`config.mk`:
```
export PLATFORM = sky130hd
export DESIGN_NAME = alu_mul_seq_flat
export DESIGN_NICKNAME = d
export VERILOG_FILES = /design/src/rtl/alu_mul_seq_if.sv /design/src/rtl/alu_mul_seq.sv /design/src/flat_wrapper.sv
export SDC_FILE = /design/constraint.sdc
export NUM_CORES = 1
export LEC_CHECK = 0
export ABC_AREA = 1
export CAP_MARGIN = 20
export CORE_MARGIN = 2
export CORE_UTILIZATION = 32
export DETAILED_ROUTE_END_ITERATION = 10
export PLACE_DENSITY = 0.57
export SLEW_MARGIN = 5
export SYNTH_ARGS = -nofsm -noshare
export SYNTH_HDL_FRONTEND = slang
export SYNTH_SLANG_ARGS = --single-unit
```
`constraint.sdc`:
```
create_clock -name clk -period 4.4 [get_ports clk]
set_input_delay 0.66 -clock clk [delete_from_list [all_inputs] [get_ports clk]]
set_output_delay 0.66 -clock clk [all_outputs]
set_load 0.01 [all_outputs]
```
`src/rtl/alu_mul_seq_if.sv`:
```
// alu_mul_seq bundle: request operands, alu_shift
// operand/result path and product/status outputs.
interface alu_mul_seq_if;
  logic       start;
  logic [3:0] A;
  logic [3:0] B;
  logic [3:0] sh_A;
  logic [3:0] sh_B;
  logic [7:0] sh_Y;
  logic [7:0] P;
  logic       busy;
  logic       done;

  modport master (
    output start, A, B, sh_Y,
    input  sh_A, sh_B, P, busy, done
  );

  modport slave (
    input  start, A, B, sh_Y,
    output sh_A, sh_B, P, busy, done
  );
endinterface

```
`src/rtl/alu_mul_seq.sv`:
```
// alu_mul_seq: 4x4 unsigned shift-and-add multiplier
// driving an external combinational alu_shift stage.
module alu_mul_seq #(
  parameter bit EARLY_EXIT = 1'b0
) (
  input logic         clk,
  input logic         rst_n,
  alu_mul_seq_if.slave m
);

  typedef enum logic [1:0] {
    IDLE = 2'd0,
    RUN  = 2'd1,
    DONE = 2'd2
  } state_t;

  state_t     state_q, state_d;
  logic [3:0] a_q, a_d;
  logic [3:0] b_q, b_d;
  logic [1:0] idx_q, idx_d;
  logic [7:0] acc_q, acc_d;
  logic [7:0] p_q, p_d;

  logic [7:0] sum;
  logic [2:0] nxt_bit;
  logic [3:0] b_rest;
  logic       last;

  // Partial sum and exit test for the bit under work.
  always_comb begin
    sum     = b_q[idx_q] ? acc_q + m.sh_Y : acc_q;
    nxt_bit = {1'b0, idx_q} + 3'd1;
    b_rest  = b_q >> nxt_bit;
    last    = (idx_q == 2'd3) ||
              (EARLY_EXIT && (b_rest == 4'd0));
  end

  // Next-state and datapath updates.
  always_comb begin
    state_d = state_q;
    a_d     = a_q;
    b_d     = b_q;
    idx_d   = idx_q;
    acc_d   = acc_q;
    p_d     = p_q;
    unique case (state_q)
      IDLE, DONE: begin
        if (m.start) begin
          a_d     = m.A;
          b_d     = m.B;
          idx_d   = 2'd0;
          acc_d   = 8'd0;
          state_d = RUN;
        end else begin
          state_d = IDLE;
        end
      end
      RUN: begin
        acc_d = sum;
        if (last) begin
          p_d     = sum;
          state_d = DONE;
        end else begin
          idx_d = idx_q + 2'd1;
        end
      end
      default: state_d = IDLE;
    endcase
  end

  // State register with synchronous clear.
  always_ff @(posedge clk) begin
    if (!rst_n) begin
      state_q <= IDLE;
      a_q     <= 4'd0;
      b_q     <= 4'd0;
      idx_q   <= 2'd0;
      acc_q   <= 8'd0;
      p_q     <= 8'd0;
    end else begin
      state_q <= state_d;
      a_q     <= a_d;
      b_q     <= b_d;
      idx_q   <= idx_d;
      acc_q   <= acc_d;
      p_q     <= p_d;
    end
  end

  assign m.sh_A = a_q;
  assign m.sh_B = {2'b00, idx_q};
  assign m.P    = p_q;
  assign m.busy = (state_q == RUN);
  assign m.done = (state_q == DONE);

endmodule

```
`src/flat_wrapper.sv`:
```
// flat-port wrapper written by rule: the top's interface ports become plain ports
module alu_mul_seq_flat 
#(
  parameter bit EARLY_EXIT = 1'b0
)
  (clk, rst_n, m_start, m_A, m_B, m_sh_Y, m_sh_A, m_sh_B, m_P, m_busy, m_done);
  alu_mul_seq_if m_i ();
  input logic clk;
  input logic rst_n;
  input wire logic [$bits(m_i.start)-1:0] m_start;
  input wire logic [$bits(m_i.A)-1:0] m_A;
  input wire logic [$bits(m_i.B)-1:0] m_B;
  input wire logic [$bits(m_i.sh_Y)-1:0] m_sh_Y;
  output wire logic [$bits(m_i.sh_A)-1:0] m_sh_A;
  output wire logic [$bits(m_i.sh_B)-1:0] m_sh_B;
  output wire logic [$bits(m_i.P)-1:0] m_P;
  output wire logic [$bits(m_i.busy)-1:0] m_busy;
  output wire logic [$bits(m_i.done)-1:0] m_done;
  assign m_i.start = m_start;
  assign m_i.A = m_A;
  assign m_i.B = m_B;
  assign m_i.sh_Y = m_sh_Y;
  assign m_sh_A = m_i.sh_A;
  assign m_sh_B = m_i.sh_B;
  assign m_P = m_i.P;
  assign m_busy = m_i.busy;
  assign m_done = m_i.done;
  alu_mul_seq #(.EARLY_EXIT(EARLY_EXIT)) u_core (.clk(clk), .rst_n(rst_n), .m(m_i));
endmodule
```
**Word level (Yosys, flattened, before mapping)**

Index checks and enable logic that the tools add are counted.

- Output and inout port bits: 18
- Logic and storage cells: 33
- Input port bits: 19
- Register bits: 28

- $add $sub $neg: 2
- Reductions and logical operators: 7
- Order comparisons: 1
- Eq/ne operators: 6
- Multiplexer cells: 11

Operators by type and width:

| kind | number |
|---|---|
| $mux W8 | 2 |
| $pmux W8 S2 | 1 |
| $add A8 B8 Y8 | 1 |
| $pmux W2 S2 | 2 |
| $mux W2 | 3 |
| $reduce_and A2 Y1 | 3 |
| $eq A2 B2 Y1 const B | 2 |
| $ne A2 B2 Y1 const B | 2 |
| $lt A2 B3 Y1 const B | 1 |
| $reduce_and A3 Y1 | 1 |
| $add A2 B1 Y2 const B | 1 |
| $bmux W1 S2 | 1 |
| $eq A2 B1 Y1 const B | 1 |
| $logic_not A2 Y1 | 1 |
| $mux W1 | 2 |
| $ne A2 B1 Y1 const B | 1 |
| $reduce_bool A2 Y1 | 1 |
| $reduce_or A2 Y1 | 1 |

**Longest topological paths before layout**

- Word-level depth: 4
- Depth in mapped cells: 12
- Gate-level depth less buffers: 12

**Worst setup path before layout**

No wires, ideal clock.

- Kind: input port to flip-flop
- Start point: in m_sh_Y[0]
- End point: reg u_core.p_q[6], in the netlist u_core.m.P[6]
- Arrival: 1.820 ns
- Path buffers: 0
- Data required time: 4.291 ns
- Stages on the path: 12
- Setup slack: 2.471 ns
- Path through: ha_1 -> fa_1 -> nand2_1 -> nand2_1 -> nand3b_1 -> nand2_1 -> nand2_1 -> nand3_1 -> nand2_1 -> nand2_1 -> nand2_1 -> inv_1

- Word-level cells in the longest chain between the ends: 2

RTL lines:

| what | RTL line | RTL |
|---|---|---|
| start: declaration | flat_wrapper.sv:13 | `input wire logic [$bits(m_i.sh_Y)-1:0] m_sh_Y;` |
| $add A8 B8 Y8 | alu_mul_seq.sv:31 | `sum = b_q[idx_q] ? acc_q + m.sh_Y : acc_q;` |
| $mux W8 | alu_mul_seq.sv:31 |  |
| end signal: assignment | alu_mul_seq.sv:86 | `p_q <= p_d;` |
| end: declaration | alu_mul_seq.sv:22 | `logic [7:0] p_q, p_d;` |

No other way between the ends.
A chain may end at the register's enable or synchronous reset.

**Worst setup path in the final report**

- Start point: in m_sh_Y[0]
- End point: reg u_core.acc_q[2]

- Word-level cells in the longest chain between the ends: 3

RTL lines:

| what | RTL line | RTL |
|---|---|---|
| $add A8 B8 Y8 | alu_mul_seq.sv:31 |  |
| $mux W8 | alu_mul_seq.sv:31 |  |
| $pmux W8 S2 | alu_mul_seq.sv:46 | `unique case (state_q)` |
| end signal: assignment | alu_mul_seq.sv:78 | `acc_q <= 8'd0;` |
| end signal: assignment | alu_mul_seq.sv:85 | `acc_q <= acc_d;` |
| end: declaration | alu_mul_seq.sv:21 | `logic [7:0] acc_q, acc_d;` |

No other way between the ends.

==> impl_metrics.py <==
metrics = {
    "outcome": {
        "outcome": "completed",
    },
    "global_route": {
        "grt_pass1_vias": 1299,
        "grtUsageTotal": 0.1282,
        "gr-usage-met2": 0.2313,
        "use_met3": 0.03177,
        "grt_max_degree": 18,
        "grt_antenna_before_repair": 0,
        "overflow": 0,
        "grt_busiest_layer": "met2",
        "grtUsageMet1": 0.1570,
        "grt_pass1_wl_um": 5457,
    },
    "placement": {
        "placed_cell_area_um2": 1877,
        "gp_congestion": 0.7815,
        "port_buffers": 34,
        "dp_hpwl_um": 2502,
    },
    "final_layout": {
        "layout.nets": 276,
        "layout.area.seq_um2": 560.5,
        "diodes": 0,
        "fillers": 492,
        "final_area_um2": 1932,
        "syn_to_final_growth_pct": 28.03,
        "drive_gt1_frac": 0.05263,
        "multi_input_area_um2": 802.0,
    },
    "floorplanning": {
        "dieArea_um2": 5281,
        "die_width_um": 72.67,
        "io_pins": 37,
        "die_h_um": 72.67,
        "rows": 24,
        "start_util": 0.3395,
        "fp.coreArea_um2": 4444,
    },
    "sta": {
        "hold_viol": 0,
        "fin_crit_sh": 0.4999,
        "relSlewSlack": 0.6256,
        "fin_tns_setup_ns": 0,
        "worst_pin_slew_ns": 0.5599,
        "fmax_mhz": 454.7,
        "clock_skew_ns": 0.001567,
        "report.final.slew_viol_count": 0,
        "final.min_clock_period_ns": 2.199,
        "grt_setup_unrepaired": "no",
        "finalSetupViolCount": 0,
    },
    "setup_path": {
        "critical-path-max-stage-delay_ns": 0.41,
        "crit_required_ns": 4.55,
        "slowest_stage": "clkdlybuf4s50_1",
        "path_class": "in2reg",
        "r2r_start": "u_core.acc_q[0]",
        "crit_buf_inv": 2,
        "cp_data_arrival_time_ns": 2.35,
        "crit_family": "adder cells",
        "worst_r2r_path_depth": 7,
        "reg2reg_slack_ns": 2.71,
        "r2r-end": "u_core.acc_q[2]",
        "critPathLaunchType": "input pin",
        "crit_start": "m_sh_Y[0]",
        "cp-end-kind": "flip-flop",
        "crit_chain": "clkdlybuf4s50_1 > ha_1 > fa_1 > xor2_1 > o21ai_0 > o22ai_1 > inv_1 > nor2_1",
        "crit_fanout": 2,
    },
    "pwr": {
        "combPwrFrac": 0.225,
        "power.density_nw_per_um2": 287.1,
        "pwr-share-seq": 0.494,
        "clock_power_share": 0.281,
        "p_switching_w": 0.0001537,
        "p_leak_nw": 0.8575,
        "p_sw_frac": 0.2771,
        "p_int_w": 0.0004010,
        "irDropWorstVdd_mv": 0.1226,
    },
    "yosys": {
        "synth.distinct_cells": 27,
        "synth_area_um2": 1509,
        "yosys_warnings": 0,
        "syn_inst": 215,
        "syn_avg_cell_area_um2": 7.018,
        "yosys_register_bits": 28,
        "synth-seq-area-share": 0.3715,
    },
    "clock_network": {
        "cts-root-buf": "clkbuf_8",
        "cts_buffers": 3,
        "clock-sinks": 28,
        "ctsResizeCount": 0,
        "cts_setup_buffers": 0,
        "clock_latency_ns": 0.27,
        "cts_tree": "yes",
        "hold_buffers": 0,
        "cts_max_level": 1,
        "clkTransAtPathRegs_ns": 0.09,
        "cts_buffer_depth": 2,
    },
    "flow_run": {
        "maxCapViolCount": 0,
    },
    "detailed_routing": {
        "wl_um": 3201,
        "ant_nets": 0,
        "vias": 1383,
        "vias_per_cell": 4.625,
        "wire_per_inst_um": 10.71,
        "drc_errors": 0,
        "drt_pass1_iterations": 4,
        "drt_iter0_drc": 49,
    },
    "min_path": {
        "holdPathEnd": "u_core.acc_q[6]",
        "hold_path_depth": 2,
        "holdCritPathClass": "reg2reg",
        "min_from": "u_core.acc_q[6]",
    },
}
Yosys cell counts (all sizes together):
| library cell | number | share of area |
|---|---|---|
| a21oi | 11 | 0.036 |
| buf | 3 | 0.017 |
| nand3b | 3 | 0.015 |
| fa | 1 | 0.013 |
| inv | 29 | 0.072 |
| clkbuf | 4 | 0.0099 |
| or2 | 4 | 0.017 |
| o22ai | 3 | 0.012 |
| a211oi | 1 | 0.0050 |
| o211ai | 2 | 0.0099 |
| nor2 | 26 | 0.070 |
| o21a | 3 | 0.015 |
| xor2 | 1 | 0.0058 |
| nand3 | 20 | 0.070 |
| conb | 1 | 0.0025 |
| dfxtp | 28 | 0.37 |
| o21ai | 18 | 0.060 |
| ha | 8 | 0.066 |
| xnor2 | 1 | 0.0058 |
| nand2 | 48 | 0.13 |
state kept, by name, summed over array words and instances (netlist names):
register and cells:
u_core.idx_q 2, u_core.m.sh_A 4, u_core.state_q 2, u_core.b_q 4, u_core.m.P 8, u_core.acc_q 8
stage by stage:
stage          worst slack [ns]  utilization   power, W  hold WS [ns]  std cells
3_3_place_gp              1.922       0.4223  0.0004054        0.4660        295
3_5_place_dp              1.923       0.4223  0.0004058        0.4711        295
6_report                  2.201       0.4347  0.0005547        0.4888        299
2_1_floorplan             2.471            -  0.0003633        0.4549        216
4_1_cts                   2.209       0.4347  0.0005638        0.4856        299
5_1_grt                   2.017       0.4347  0.0005877        0.5088        299
layout by cell type, fill, tap and decap left out, types with 4 or more instances in the layout:
| cell | n |
|---|---|
| o21ai_0 | 18 |
| clkbuf_8 | 4 |
| a21oi_1 | 11 |
| inv_1 | 27 |
| nand2_1 | 46 |
| dfxtp_1 | 28 |
| clkdlybuf4s50_1 | 34 |
| nor2_1 | 25 |
| ha_1 | 8 |
| nand3_1 | 19 |
metal layers:
layer | up-vias | share of wire | wire length [um]
met3 | 2 | 0.045 | 144
met4 | 0 | 0.0025 | 8
met5 | - | 0 | 0
met2 | 33 | 0.45 | 1449
li1 | 747 | - | -
met1 | 601 | 0.50 | 1599
area by class of cell:
cell class / count / area share
Sequential cell: 28 / 0.2902
Inverter: 29 / 0.05635
Tap cell: 52 / 0.03368
Clock buffer: 4 / 0.02850
Timing Repair Buffer: 34 / 0.1762
Multi-Input combinational cell: 152 / 0.4152
power groups by stage:
stage               logic [W]  registers [W]  clock network, W
global placement     0.000125       0.000280                 0
CTS                  0.000126       0.000274          0.000163
finish               0.000125       0.000274          0.000156
floorplan           0.0000828       0.000280                 0
global route         0.000141       0.000276          0.000170
detailed placement   0.000126       0.000280                 0
worst max path at each step:
| stage | end | slack [ns] | cells past startpoint |
|---|---|---|---|
| after floorplan | u_core.m.P[6] | 2.47 | 12 |
| after CTS | u_core.m.P[6] | 2.21 | 13 |
| final | u_core.acc_q[2] | 2.20 | 8 |
| after global routing | u_core.acc_q[2] | 2.02 | 8 |
| after detailed placement | u_core.acc_q[2] | 1.92 | 8 |
| after global placement | u_core.acc_q[2] | 1.92 | 8 |
kinds of logic after synthesis:
| kind of cell | synth area share |
|---|---|
| flip-flops | 0.3715 |
| buffers and inverters | 0.09950 |
| adder cells (fa/ha/maj) | 0.07961 |
| AND/OR/NAND/NOR | 0.2969 |
| XOR/XNOR | 0.01161 |
| AO/OA/AOI/OAI | 0.1385 |
| other | 0.002485 |
worst register-to-register path: cells and delay by family (launching register included):
family	cells	cell delay, ns
DFF	1	0.32
buffers and inverters	1	0.06
and+or+nand+nor	1	0.03
adders and majority gates	2	0.61
AOI/OAI and AO/OA	2	0.36
xor gates and xnor gates	1	0.18
Power figures use the tool's default switching activity.
